## src/rtl/seg_scan_ctrl_pkg.sv

```systemverilog
`default_nettype none
// ============================================================================
// Module      : seg_scan_ctrl_pkg
// Description : Shared types and constants for the seven-segment scan
//               controller: scan FSM state encoding and abcdefg segment codes
//               (bit 6 = a, active-high).
// Revision    : 1.0 - initial release
// ============================================================================
package seg_scan_ctrl_pkg;

    // Scan sequencer states; two bits cover the three states.
    typedef enum logic [1:0] {
        ST_IDLE  = 2'd0,
        ST_DRIVE = 2'd1,
        ST_GAP   = 2'd2
    } scan_state_t;

    // Segment patterns for BCD digits, abcdefg order.
    localparam logic [6:0] SEG_0     = 7'h7E;
    localparam logic [6:0] SEG_1     = 7'h30;
    localparam logic [6:0] SEG_2     = 7'h6D;
    localparam logic [6:0] SEG_3     = 7'h79;
    localparam logic [6:0] SEG_4     = 7'h33;
    localparam logic [6:0] SEG_5     = 7'h5B;
    localparam logic [6:0] SEG_6     = 7'h5F;
    localparam logic [6:0] SEG_7     = 7'h70;
    localparam logic [6:0] SEG_8     = 7'h7F;
    localparam logic [6:0] SEG_9     = 7'h7B;
    localparam logic [6:0] SEG_BLANK = 7'h00;

endpackage : seg_scan_ctrl_pkg
`default_nettype wire

```

## src/rtl/seg_scan_ctrl_seg_decoder.sv

```systemverilog
`default_nettype none
// ============================================================================
// Module      : seg_decoder
// Description : Combinational BCD nibble to seven-segment pattern decoder.
//               Non-BCD codes (10..15) decode to an unlit digit.
// Revision    : 1.0 - initial release
// ============================================================================
module seg_decoder
    import seg_scan_ctrl_pkg::*;
(
    input  logic [3:0] nibble,
    output logic [6:0] segments
);

    // Table lookup; anything outside 0..9 stays dark.
    always_comb begin
        segments = SEG_BLANK;
        case (nibble)
            4'd0:    segments = SEG_0;
            4'd1:    segments = SEG_1;
            4'd2:    segments = SEG_2;
            4'd3:    segments = SEG_3;
            4'd4:    segments = SEG_4;
            4'd5:    segments = SEG_5;
            4'd6:    segments = SEG_6;
            4'd7:    segments = SEG_7;
            4'd8:    segments = SEG_8;
            4'd9:    segments = SEG_9;
            default: segments = SEG_BLANK;
        endcase
    end

endmodule : seg_decoder
`default_nettype wire

```

## src/rtl/seg_scan_ctrl.sv

```systemverilog
`default_nettype none
// ============================================================================
// Module      : seg_scan_ctrl
// Description : Multiplexed seven-segment display scanner. Each digit is
//               driven for DWELL cycles followed by a one-cycle blank gap.
//               New values are staged in a one-entry pending register and
//               committed only at frame boundaries, so a frame never tears.
//               Optional leading-zero blanking.
// Revision    : 1.0 - initial release
// ============================================================================
module seg_scan_ctrl
    import seg_scan_ctrl_pkg::*;
#(
    parameter int DIGITS = 4,
    parameter int DWELL  = 1024
) (
    input  logic                  clk,
    input  logic                  rst_n,
    input  logic                  enable,
    input  logic                  lzb,
    input  logic                  load_valid,
    output logic                  load_ready,
    input  logic [4*DIGITS-1:0]   load_data,
    output logic [6:0]            segments,
    output logic [DIGITS-1:0]     digit_sel,
    output logic                  frame_done
);

    localparam int                IDX_W    = $clog2(DIGITS);
    localparam int                CNT_W    = $clog2(DWELL);
    localparam logic [IDX_W-1:0]  LAST_IDX = IDX_W'(DIGITS - 1);
    localparam logic [CNT_W-1:0]  LAST_CNT = CNT_W'(DWELL - 1);

    scan_state_t           state_q, state_d;
    logic [IDX_W-1:0]      index_q, index_d;
    logic [CNT_W-1:0]      count_q, count_d;
    logic [4*DIGITS-1:0]   pending_q, pending_d;
    logic                  pending_valid_q, pending_valid_d;
    logic [4*DIGITS-1:0]   display_q, display_d;
    logic [6:0]            segments_q, segments_d;
    logic [DIGITS-1:0]     digit_sel_q, digit_sel_d;
    logic                  frame_done_q, frame_done_d;

    logic [3:0]            cur_nibble;
    logic [6:0]            cur_segments;
    logic [DIGITS-1:0]     upper_zero;
    logic                  blank_digit;

    // Sequencer, pending slot and frame-boundary commit.
    always_comb begin
        state_d         = state_q;
        index_d         = index_q;
        count_d         = count_q;
        pending_d       = pending_q;
        pending_valid_d = pending_valid_q;
        display_d       = display_q;

        // Accept only while the slot is empty; this can never coincide with
        // a commit because a commit requires the slot to be full.
        if (load_valid && !pending_valid_q) begin
            pending_d       = load_data;
            pending_valid_d = 1'b1;
        end

        if (!enable) begin
            state_d = ST_IDLE;
            index_d = '0;
            count_d = '0;
        end else begin
            case (state_q)
                ST_IDLE: begin
                    state_d = ST_DRIVE;
                    index_d = '0;
                    count_d = '0;
                end
                ST_DRIVE: begin
                    if (count_q == LAST_CNT) begin
                        state_d = ST_GAP;
                        count_d = '0;
                    end else begin
                        count_d = count_q + 1'b1;
                    end
                end
                ST_GAP: begin
                    state_d = ST_DRIVE;
                    count_d = '0;
                    if (index_q == LAST_IDX) begin
                        index_d = '0;
                        // Frame boundary: the only place the display changes.
                        if (pending_valid_q) begin
                            display_d       = pending_q;
                            pending_valid_d = 1'b0;
                        end
                    end else begin
                        index_d = index_q + 1'b1;
                    end
                end
                default: begin
                    state_d = ST_IDLE;
                    index_d = '0;
                    count_d = '0;
                end
            endcase
        end
    end

    // upper_zero[i] is set when nibble i and every nibble above it are zero.
    for (genvar gi = 0; gi < DIGITS; gi++) begin : g_upper_zero
        assign upper_zero[gi] = (display_d[4*DIGITS-1:4*gi] == '0);
    end

    // Outputs are computed from next-cycle state so they register in step
    // with the state they describe.
    assign cur_nibble  = display_d[4*index_d +: 4];
    assign blank_digit = lzb && (index_d != '0) && upper_zero[index_d];

    seg_decoder u_seg_decoder (
        .nibble   (cur_nibble),
        .segments (cur_segments)
    );

    // Next registered output values: segments and digit_sel move together.
    always_comb begin
        segments_d   = SEG_BLANK;
        digit_sel_d  = '0;
        frame_done_d = 1'b0;
        if (state_d == ST_DRIVE) begin
            digit_sel_d = {{(DIGITS-1){1'b0}}, 1'b1} << index_d;
            segments_d  = blank_digit ? SEG_BLANK : cur_segments;
        end
        if ((state_d == ST_GAP) && (index_d == LAST_IDX)) begin
            frame_done_d = 1'b1;
        end
    end

    // State and output registers with asynchronous clear.
    always_ff @(posedge clk or negedge rst_n) begin
        if (!rst_n) begin
            state_q         <= ST_IDLE;
            index_q         <= '0;
            count_q         <= '0;
            pending_q       <= '0;
            pending_valid_q <= 1'b0;
            display_q       <= '0;
            segments_q      <= SEG_BLANK;
            digit_sel_q     <= '0;
            frame_done_q    <= 1'b0;
        end else begin
            state_q         <= state_d;
            index_q         <= index_d;
            count_q         <= count_d;
            pending_q       <= pending_d;
            pending_valid_q <= pending_valid_d;
            display_q       <= display_d;
            segments_q      <= segments_d;
            digit_sel_q     <= digit_sel_d;
            frame_done_q    <= frame_done_d;
        end
    end

    assign load_ready = !pending_valid_q;
    assign segments   = segments_q;
    assign digit_sel  = digit_sel_q;
    assign frame_done = frame_done_q;

endmodule : seg_scan_ctrl
`default_nettype wire
```

## config.mk

```make
export PLATFORM = sky130hd
export DESIGN_NAME = seg_scan_ctrl
export DESIGN_NICKNAME = d
export VERILOG_FILES = /design/src/rtl/seg_scan_ctrl_pkg.sv /design/src/rtl/seg_scan_ctrl_seg_decoder.sv /design/src/rtl/seg_scan_ctrl.sv
export SDC_FILE = /design/constraint.sdc
export NUM_CORES = 1
export LEC_CHECK = 0
export BUFFER_PORTS_ARGS = -buffer_cell sky130_fd_sc_hd__buf_2
export CORE_ASPECT_RATIO = 1.2
export CORE_UTILIZATION = 48
export CTS_CLUSTER_DIAMETER = 150
export DETAILED_ROUTE_END_ITERATION = 6
export PLACE_DENSITY = 0.77
export SLEW_MARGIN = 20
export SYNTH_ARGS = -nofsm -noshare
export SYNTH_HDL_FRONTEND = slang
export SYNTH_SLANG_ARGS = --single-unit
export TNS_END_PERCENT = 1
```

## constraint.sdc

```tcl
create_clock -name clk -period 6.6 [get_ports clk]
set_input_delay 0.33 -clock clk [delete_from_list [all_inputs] [get_ports clk]]
set_output_delay 0.33 -clock clk [all_outputs]
set_load 0.01 [all_outputs]
```

## Word-level counts from Yosys, hierarchy flattened

Memory sizes are Yosys's and may differ from the RTL's.
Cells that the tools add are included.

| storage, ports and cells | value |
|---|---|
| register bits after elaboration | 59 |
| ROM bits | 112 |
| bits of input ports | 21 |
| word-level logic and storage cells | 58 |
| memories | 1 |

Memory list:

| memory | words | width | rd ports | clocked after memory_dff | wr ports | line | text |
|---|---|---|---|---|---|---|---|
| (no name shown) | 16 | 7 | 1 | 0 | 0 | seg_scan_ctrl_seg_decoder.sv:18 | `case (nibble)` |

| operators by class | value |
|---|---|
| add/subtract/negate cells | 2 |
| $lt $le $gt $ge | 1 |
| eq/ne operators | 7 |
| shift operators | 2 |
| mux-type cells | 24 |
| reductions and logical operators | 12 |

Operators by type and width:

| kind | number |
|---|---|
| 16-bit two-way mux | 4 |
| 10-bit two-way mux | 3 |
| 16-bit logical NOT | 1 |
| 16-bit by 5-bit variable part select with 4-bit output | 1 |
| 7-bit two-way mux | 2 |
| 12-bit logical NOT | 1 |
| 10-bit by 1-bit adder with 10-bit output (second input constant) | 1 |
| 10-bit equality test (second input constant) | 1 |
| 2-bit equality test (second input constant) | 4 |
| 8-bit logical NOT | 1 |
| 2-bit two-way mux | 4 |
| 2-bit case mux with 2 select lines | 2 |
| 1-bit two-way mux | 7 |
| 2-bit by 1-bit equality test with 1-bit output (second input constant) | 2 |
| 1-bit logical AND | 4 |
| 4-bit logical NOT | 1 |
| 4-bit two-way mux | 1 |
| 1-bit by 2-bit left shift with 4-bit output (first input constant) | 1 |
| 2-bit by 3-bit less-than comparator with 1-bit output (second input constant) | 1 |
| 2-bit by 1-bit adder with 2-bit output (second input constant) | 1 |
| 1-bit binary-select mux with 2-bit select | 1 |
| 2-bit logical NOT | 1 |
| 2-bit nonzero test | 1 |
| 2-bit OR reduction | 1 |
| 1-bit logical NOT | 1 |

## Depth between registers and ports, before layout

Gate-level depths: netlist of the first run.

| logic depth | value |
|---|---|
| depth after elaboration | 10 |
| gate-level depth with buffers | 15 |
| gate-level depth less buffers | 13 |

## By module

Synthesis of the first run repeated with hierarchy kept, for this count alone.

| second synthesis, totals | value |
|---|---|
| cells, all modules | 255 |
| area total of the unflattened synthesis | 2,892.8 um^2 |

By module, submodules not included:

| module | times used | cells each | area an instance (um^2) | sequential area each (um^2) |
|---|---|---|---|---|
| seg_scan_ctrl | 1 | 229 | 2,687.6 | 1,476.4 |
| seg_decoder | 1 | 26 | 205.2 | 0.0 |

## Least setup slack after synthesis of the first run

No wires, ideal clock.

| timing path | value |
|---|---|
| path type | register to register |
| start | register state_q[0] |
| end | register segments_q[3], in the netlist segments[3] |
| arrival time | 2.653 ns |
| data required time | 6.521 ns |
| setup slack | 3.868 ns |
| stages on the path, launching flop included | 16 |
| buffers on the path | 2 |
| cells stage by stage | dfrtp_1 > inv_1 > ha_1 > and4_4 > buf_6 > buf_8 > mux2_4 > mux2_4 > mux2i_4 > inv_1 > ha_1 > inv_1 > nor2_1 > mux2i_1 > nand3_1 > a21oi_1 |

| on the way | value |
|---|---|
| longest elaborated chain between the ends | 9 |
| elaborated cells on any way between the ends | 25 |
| classes of those cells | eq/ne: 3; shift: 1; mux: 11; reduce/logical: 9; memory: 1 |

Ends and longest elaborated chain:

| item | line | text |
|---|---|---|
| start, declared | seg_scan_ctrl.sv:34 | `scan_state_t state_q, state_d;` |
| start signal, assigned | seg_scan_ctrl.sv:149 | `state_q <= state_d;` |
| 2-bit equality test * | seg_scan_ctrl.sv:70 | `case (state_q)` |
| 16-bit two-way mux * | seg_scan_ctrl.sv:70 |  |
| 16-bit two-way mux * | seg_scan_ctrl.sv:65 | `if (!enable) begin` |
| named net display_d[8] | seg_scan_ctrl.sv:39 | `logic [4*DIGITS-1:0] display_q, display_d;` |
| branches (longest 4 deep; another with memory read 16 x 7 bit) | -- |  |
| 7-bit two-way mux * | seg_scan_ctrl.sv:129 | `segments_d = blank_digit ? SEG_BLANK : cur_segments;` |
| 7-bit two-way mux * | seg_scan_ctrl.sv:127 | `if (state_d == ST_DRIVE) begin` |
| named net segments_d[3] | seg_scan_ctrl.sv:40 | `logic [6:0] segments_q, segments_d;` |
| end signal, assigned | seg_scan_ctrl.sv:155 | `segments_q <= segments_d;` |
| end, declared | seg_scan_ctrl.sv:40 |  |

Mark *: on every way through the listed nets, which the timed path passes. The select of a mux whose other input is x is not followed.
A chain may end at the register's enable or synchronous reset.

## Final worst setup path of the first run

| timing path | value |
|---|---|
| start | register state_q[0] |
| end | register segments_q[3], in the netlist segments[3] |

| on the way | value |
|---|---|
| longest elaborated chain between the ends | 9 |
| elaborated cells on any way between the ends | 25 |
| classes of those cells | eq/ne: 3; shift: 1; mux: 11; reduce/logical: 9; memory: 1 |

Ends and longest elaborated chain:

| item | line |
|---|---|
| branches (longest 8 deep; another with memory read 16 x 7 bit) | -- |
| 7-bit two-way mux * | seg_scan_ctrl.sv:127 |
| named net segments_d[3] | seg_scan_ctrl.sv:40 |

Marked as above.

==> results of run 1 <==
## layout by cell type (no fill, tap or decap), types with 5 or more instances in the layout
cell / count
a21oi_1: 8
buf_2: 33
clkbuf_8: 10
dfrtp_1: 59
ha_1: 11
inv_1: 16
mux2_2: 28
mux2_4: 7
mux2i_1: 12
nand2_1: 10
nand3_1: 7
nor2_1: 17
nor4_1: 6
xor2_1: 5
## cell usage after synthesis, types with 2 or more instances
cell type	n	area, um2
dfrtp_1	59	1480
mux2_2	28	315
nor2_1	17	63.8
inv_1	16	60.1
mux2i_1	12	120
ha_1	11	138
nand2_1	10	37.5
a21oi_1	8	40.0
mux2_4	7	105
nand3_1	7	35.0
nor4_1	6	37.5
xor2_1	5	43.8
and3_1	4	25.0
o21ai_0	4	20.0
mux2i_4	3	67.6
and4_1	2	17.5
clkbuf_1	2	7.51
nand4_1	2	12.5
nor2b_1	2	12.5
nor3_1	2	10.0
o22ai_1	2	12.5
or3_1	2	12.5
## sequential cells by signal (all words and copies together), names as in the netlist
| register | count |
|---|---|
| display_q | 16 |
| digit_sel | 4 |
| pending_valid_q | 1 |
| index_q | 2 |
| segments | 7 |
| pending_q | 16 |
| count_q | 10 |
| frame_done | 1 |
| state_q | 2 |
## metal layers
metal / vias up / global-route usage [%]
met3: 14 / 3.60
met5: - / 0
li1: 901 / -
met4: 0 / 12.7
met1: 901 / 22.0
met2: 32 / 30.1
## area by class of cell
| class | count | area [um2] | area share [%] |
|---|---|---|---|
| multi-input cells | 152 | 1280 | 38.7 |
| flip-flops and latches | 59 | 1480 | 44.8 |
| well taps | 80 | 100 | 3.04 |
| repair buffers | 35 | 180 | 5.46 |
| clock buffers | 10 | 138 | 4.17 |
| clock inverters | 6 | 65.1 | 1.97 |
| inverters | 16 | 60.1 | 1.82 |
## where the power goes
group | internal (mW) | total (mW) | switching (mW)
clock network | 0.183 | 0.324 | 0.141
logic | 0.0225 | 0.0491 | 0.0265
registers | 0.380 | 0.391 | 0.0114
## cells by family after synthesis
| group | count (synthesis) |
|---|---|
| flops | 59 |
| fa+ha+maj | 11 |
| xor+xnor | 6 |
| compound gates | 25 |
| buf+inv | 22 |
| mux | 50 |
| simple gates | 60 |
## through the flow
step	area (um2)	hold slack (ns)	total power, mW
after global routing	3300	0.180	0.800
final	3300	0.118	0.764
after global placement	3090	0.474	0.445
after detailed placement	3090	0.496	0.448
after floorplan	2860	0.0344	0.421
after CTS	3300	0.147	0.774
## path summary, 6_finish.rpt
path / startpoint / endpoint / slack (ns)
max: state_q[0] / segments[3] / 3.47
min: rst_n / count_q[2] / 0.12
max reg2reg: state_q[0] / segments[3] / 3.47
min reg2reg: count_q[0] / count_q[0] / 0.50
max in group asynchronous: rst_n / display_q[15] / 6.01
min in group clk: load_data[2] / pending_q[2] / 0.22
## worst register-to-register path, cell delays in order, from the launching register on
cell and delay [ns]:
dfrtp_1 0.42, inv_1 0.09, ha_1 0.25, or3b_1 0.38, a21oi_2 0.60, mux2i_4 0.43
inv_1 0.10, ha_1 0.20, inv_1 0.09, nor2_1 0.06, mux2i_1 0.16, nand3_1 0.10
a21oi_1 0.16
==> flow_metrics.py, run 1 <==
metrics = {
    "logic_synthesis": {
        "synth_xor_area_share_pct": 1.84,
        "async_reset_ff_share_pct": 100,
        "synthMuxAreaShare_pct": 21.3,
        "syn_nets": 265,
        "yosysWarnings": 0,
        "syn_inst": 233,
        "synth_top_family_by_area": "multiplexers",
        "synth_edf_count": 0,
        "ys.flop_type": "dfrtp_1",
        "ys_seq_elements": 59,
        "syn_area_um2": 2860,
        "synth_cell_types": 44,
        "synth-simple-area-share_pct": 11.0,
        "synthAdderAreaFrac_pct": 4.81,
        "ys_seq_area_share_pct": 51.6,
        "avgSynthCellArea_um2": 12.3,
        "synth_compound_area_share_pct": 5.77,
    },
    "sta": {
        "rsz0062_at_grt": "false",
        "hold_violations": 0,
        "finalClockSkew_ns": 0.0107,
        "setup_violations": 0,
        "fin_crit_sh_pct": 47.4,
        "max_freq_mhz": 319,
        "worst_slew_pin_slew_ns": 0.757,
        "drv_slew": 0,
        "max-slew-margin-rel_pct": 49.5,
        "min_period_ns": 3.13,
        "timing.setup.tns_ns": 0,
        "timing.final.ws_setup_ns": 3.47,
    },
    "detailed_routing": {
        "met1_length_um": 2170,
        "viasPerCell": 5.16,
        "wl_um": 5070,
        "drt_iter0_drc": 61,
        "wl_met2_um": 2600,
        "firstDrtPassIters": 4,
        "route.met3.wl_um": 157,
        "num_vias": 1848,
        "drc": 0,
        "postRouteAntennaNets": 0,
        "avgRoutedWirePerCell_um": 14.1,
        "top_layer_used": "met4",
    },
    "setup_path": {
        "path_class": "reg -> reg",
        "crit_buf_inv": 3,
        "path_common_cell": "inv_1",
        "cp_cell_sequence": "inv_1 -> ha_1 -> or3b_1 -> a21oi_2 -> mux2i_4 -> inv_1 -> ha_1 -> inv_1 -> nor2_1 -> mux2i_1 -> nand3_1 -> a21oi_1",
        "crit_path_start_kind": "flip-flop",
        "cp.required_ns": 6.86,
        "arrival_ns": 3.39,
        "reg2reg_depth": 12,
        "cp_num_cells": 12,
        "critical_path.top_delay_family": "compound AO/OA/AOI/OAI gates",
        "endpoint_kind": "flip-flop",
        "cp_slowest_cell": "a21oi_2",
        "path_max_fanout": 13,
        "max_stage_delay_ns": 0.60,
    },
    "clock_tree": {
        "insertion_delay_ns": 0.34,
        "postCtsSetupBuffers": 0,
        "cts_resized": 0,
        "clkSinkCount": 59,
        "ctsHoldBuffers": 0,
        "cts_buffers": 9,
        "h-tree-depth": 3,
        "path_clk_slew_ns": 0.07,
        "clockBufferDepth": 2,
        "cts_tree": "built",
        "cts_root_buf": "clkbuf_8",
    },
    "place": {
        "port_buffers": 33,
        "dp_slack_ns": 3.50,
        "place.gp.congestion": 0.815,
        "dpl.cell_count": 342,
        "hpwl_um": 3680,
    },
    "layout": {
        "stdcell_count": 358,
        "post-route-util_pct": 57.8,
        "num_antenna_cells": 0,
        "nets": 305,
        "fillerInstances": 499,
        "areaGrowthSynthToFinish_pct": 15.3,
        "drive_gt1_share_pct": 33.8,
    },
    "global_route": {
        "grt_max_degree": 60,
        "grt_pass1_wl_um": 8650,
        "grt_pass1_vias": 1911,
        "track_usage_pct": 18.5,
        "grt_antenna_before_repair": 0,
        "gr-total-overflow": 0,
    },
    "floorplanning": {
        "die_height_um": 86.6,
        "fp.dieArea_um2": 6270,
        "pin_count": 34,
        "core_um2": 5710,
        "initial_core_util_pct": 50.1,
        "num_rows": 30,
        "dieWidth_um": 72.5,
    },
    "power_and_ir_drop": {
        "irDropWorstVdd_mv": 0.139,
        "p_leak_nw": 1.61,
        "p_per_area_nw_per_um2": 232,
    },
    "job": {
        "drv_cap": 0,
    },
    "worst_hold_path": {
        "hold_path.class": "in -> async",
    },
    "run_status": {
        "status": "finished, final reports clean",
    },
}
Note: power is estimated with default switching activity, not from simulation.
==> run 2, diff against run 1 <==
--- a/config.mk
+++ b/config.mk
@@ -10,7 +10,7 @@
 export CORE_UTILIZATION = 48
 export CTS_CLUSTER_DIAMETER = 150
 export DETAILED_ROUTE_END_ITERATION = 6
-export PLACE_DENSITY = 0.77
+export PLACE_DENSITY = 0.79
 export SLEW_MARGIN = 20
 export SYNTH_ARGS = -nofsm -noshare
 export SYNTH_HDL_FRONTEND = slang
==> constraint.sdc (replaced) <==
create_clock -name clk -period 2.7 [get_ports clk]
set_input_delay 0.135 -clock clk [delete_from_list [all_inputs] [get_ports clk]]
set_output_delay 0.135 -clock clk [all_outputs]
set_load 0.01 [all_outputs]
==> run 2 against run 1 <==
  * Utilization is 5.0 points higher
  * Global-route usage up 1.6 points
  * Sequential share of layout area down 3.6 points
  * Final cell count grew 5.6%
  * Setup slack lost 3.4 ns
  * Flip-flop and latch count unchanged
  * Routed wire length grew 10%
  * Critical path type unchanged
  * Critical endpoint unchanged
  * Largest power group is now the clock network
  * Highest routed layer unchanged
==> flow_metrics.py, run 2 (synthesis gave the netlist of run 1 again) <==
metrics = {
    "job": {
        "drv_cap": 0,
    },
    "floorplanning": {
        "dieWidth_um": 72.5,
        "fp.dieArea_um2": 6270,
        "core_um2": 5710,
        "die_height_um": 86.6,
        "pin_count": 34,
        "num_rows": 30,
        "initial_core_util_pct": 50.1,
    },
    "detailed_routing": {
        "num_vias": 1964,
        "drt_iter0_drc": 39,
        "drc": 0,
        "firstDrtPassIters": 4,
        "wl_um": 5590,
        "viasPerCell": 5.20,
        "avgRoutedWirePerCell_um": 14.8,
        "postRouteAntennaNets": 0,
    },
    "clock_tree": {
        "insertion_delay_ns": 0.33,
        "cts_root_buf": "clkbuf_8",
        "cts_tree": "built",
        "h-tree-depth": 3,
        "cts_buffers": 9,
        "path_clk_slew_ns": 0.07,
        "clockBufferDepth": 2,
        "clkSinkCount": 59,
    },
    "setup_path": {
        "cp.required_ns": 2.95,
        "reg2reg_depth": 13,
        "path_max_fanout": 7,
        "cp_num_cells": 13,
        "max_stage_delay_ns": 0.42,
        "crit_buf_inv": 3,
        "critical_path.top_delay_family": "multiplexers",
        "reg2reg_slack_ns": 0.08,
        "crit_path_end": "segments[3]",
        "path_class": "reg -> reg",
        "crit_path_start_kind": "flip-flop",
        "crit_start": "state_q[0]",
        "cp_cell_sequence": "inv_2 -> ha_4 -> and4_4 -> mux2_4 -> mux2_4 -> mux2i_4 -> inv_2 -> ha_2 -> inv_2 -> nor2_1 -> mux2i_1 -> nand3_1 -> a21oi_2",
        "reg2reg_to": "segments[3]",
        "cp_slowest_cell": "dfrtp_1",
        "path_common_cell": "inv_2",
        "arrival_ns": 2.87,
        "r2r_start": "state_q[0]",
        "endpoint_kind": "flip-flop",
    },
    "global_route": {
        "grt_pass1_vias": 2041,
        "gr-total-overflow": 0,
        "track_usage_pct": 20.1,
        "grt_pass1_wl_um": 9540,
        "grt_antenna_before_repair": 0,
        "grt_max_degree": 40,
    },
    "layout": {
        "areaGrowthSynthToFinish_pct": 25.2,
        "nets": 325,
        "num_antenna_cells": 0,
        "final_cell_mix": "dfrtp_1 (59), buf_2 (33), mux2_2 (25)",
        "drive_gt1_share_pct": 41.9,
        "layout_commonest_cell": "dfrtp_1",
        "top_regs": "display_q (16), pending_q (16), count_q (10)",
        "fillerInstances": 479,
        "fin_area_um2": 3580,
    },
    "power_and_ir_drop": {
        "p_per_area_nw_per_um2": 576,
        "p_leak_nw": 1.75,
        "irDropWorstVdd_mv": 0.393,
        "p_total_mw": 2.06,
    },
    "sta": {
        "fin_crit_sh_pct": 97.1,
        "finalClockSkew_ns": 0.00909,
        "max_freq_mhz": 382,
        "drv_slew": 0,
        "setup_violations": 0,
        "worst_slew_pin_slew_ns": 0.479,
        "rsz0062_at_grt": "true",
        "max-slew-margin-rel_pct": 68.1,
        "holdWs_ns": 0.0345,
        "hold_violations": 0,
        "min_period_ns": 2.62,
    },
    "worst_hold_path": {
        "hold_path.class": "in -> reg",
    },
    "place": {
        "port_buffers": 33,
        "hpwl_um": 3950,
        "place.gp.congestion": 0.826,
        "placed_area_um2": 3210,
    },
    "run_status": {
        "status": "finished, final reports clean",
    },
}
## run 2: changes by cell type in the layout (fill, tap and decap cells not counted), moves of 2 or more
cell and change:
buf_12 +2, buf_4 +15, buf_6 +2, bufinv_16 +2
clkinvlp_4 -4, ha_1 -3, ha_4 +2, inv_1 -4
inv_2 +4, mux2_2 -3, mux2_4 +3, mux2i_1 -4
mux2i_2 +4
## run 2: repair_timing
action | in CTS | in global routing
setup buffers | 2 | 5
setup endpoints to repair | 3 | 6
gates resized for setup | 1 | 17
hold buffers | 1 | 0
pin swaps | 0 | 5
endpoints found under the hold margin | 20 | 0
## run 2: worst min-delay path by stage
stage	from	endpoint	cells after the start
finish	load_data[0]	pending_q[0]	2
global route	load_data[2]	pending_q[2]	2
CTS	load_data[0]	pending_q[0]	2
detailed placement	rst_n	count_q[7]	1
global placement	rst_n	count_q[7]	1
floorplan	rst_n	count_q[0]	0
## run 2: worst register-to-register path: cells and delay by family, from the launching register on
kind | cells | cell delay (ns)
AOI/OAI and AO/OA | 1 | 0.16
adders and majority gates | 2 | 0.33
buffers and inverters | 3 | 0.23
DFF | 1 | 0.42
muxes | 4 | 0.93
and+or+nand+nor | 3 | 0.47
## run 2: routing by layer
layer	share of wire (%)	wire length [um]	track usage, %	up-vias
met5	0	0	0	-
met4	1.6	87	8.02	0
met3	2.4	133	4.53	9
met2	53	2980	35.0	29
met1	43	2380	23.9	981
li1	-	-	-	945
## run 2: layout make-up
type	instances	area [um2]	share of cell area [%]
Clock buffer	11	141	3.95
Inverter	16	60.1	1.68
Sequential cell	59	1480	41.2
Multi-Input combinational cell	152	1340	37.4
Tap cell	80	100	2.79
Clock inverter	5	100	2.79
Timing Repair Buffer	55	365	10.2
## run 2: through the flow
step           utilization [%]  std cells  worst slack (ns)  setup TNS (ns)
6_report                  62.8        378            0.0795               0
5_1_grt                   62.8        378           -0.0617         -0.0654
4_1_cts                   61.1        373            0.0102               0
3_5_place_dp              56.3        354           -0.0497         -0.0751
3_3_place_gp              56.3        354            0.0480               0
2_1_floorplan                -        233           0.00520               0
## run 2: where the power goes
part | internal (mW) | switching, mW | leakage [nW] | total [mW]
clock network | 0.636 | 0.334 | 0.123 | 0.969
logic | 0.0652 | 0.0717 | 0.845 | 0.137
registers | 0.928 | 0.0291 | 0.780 | 0.957
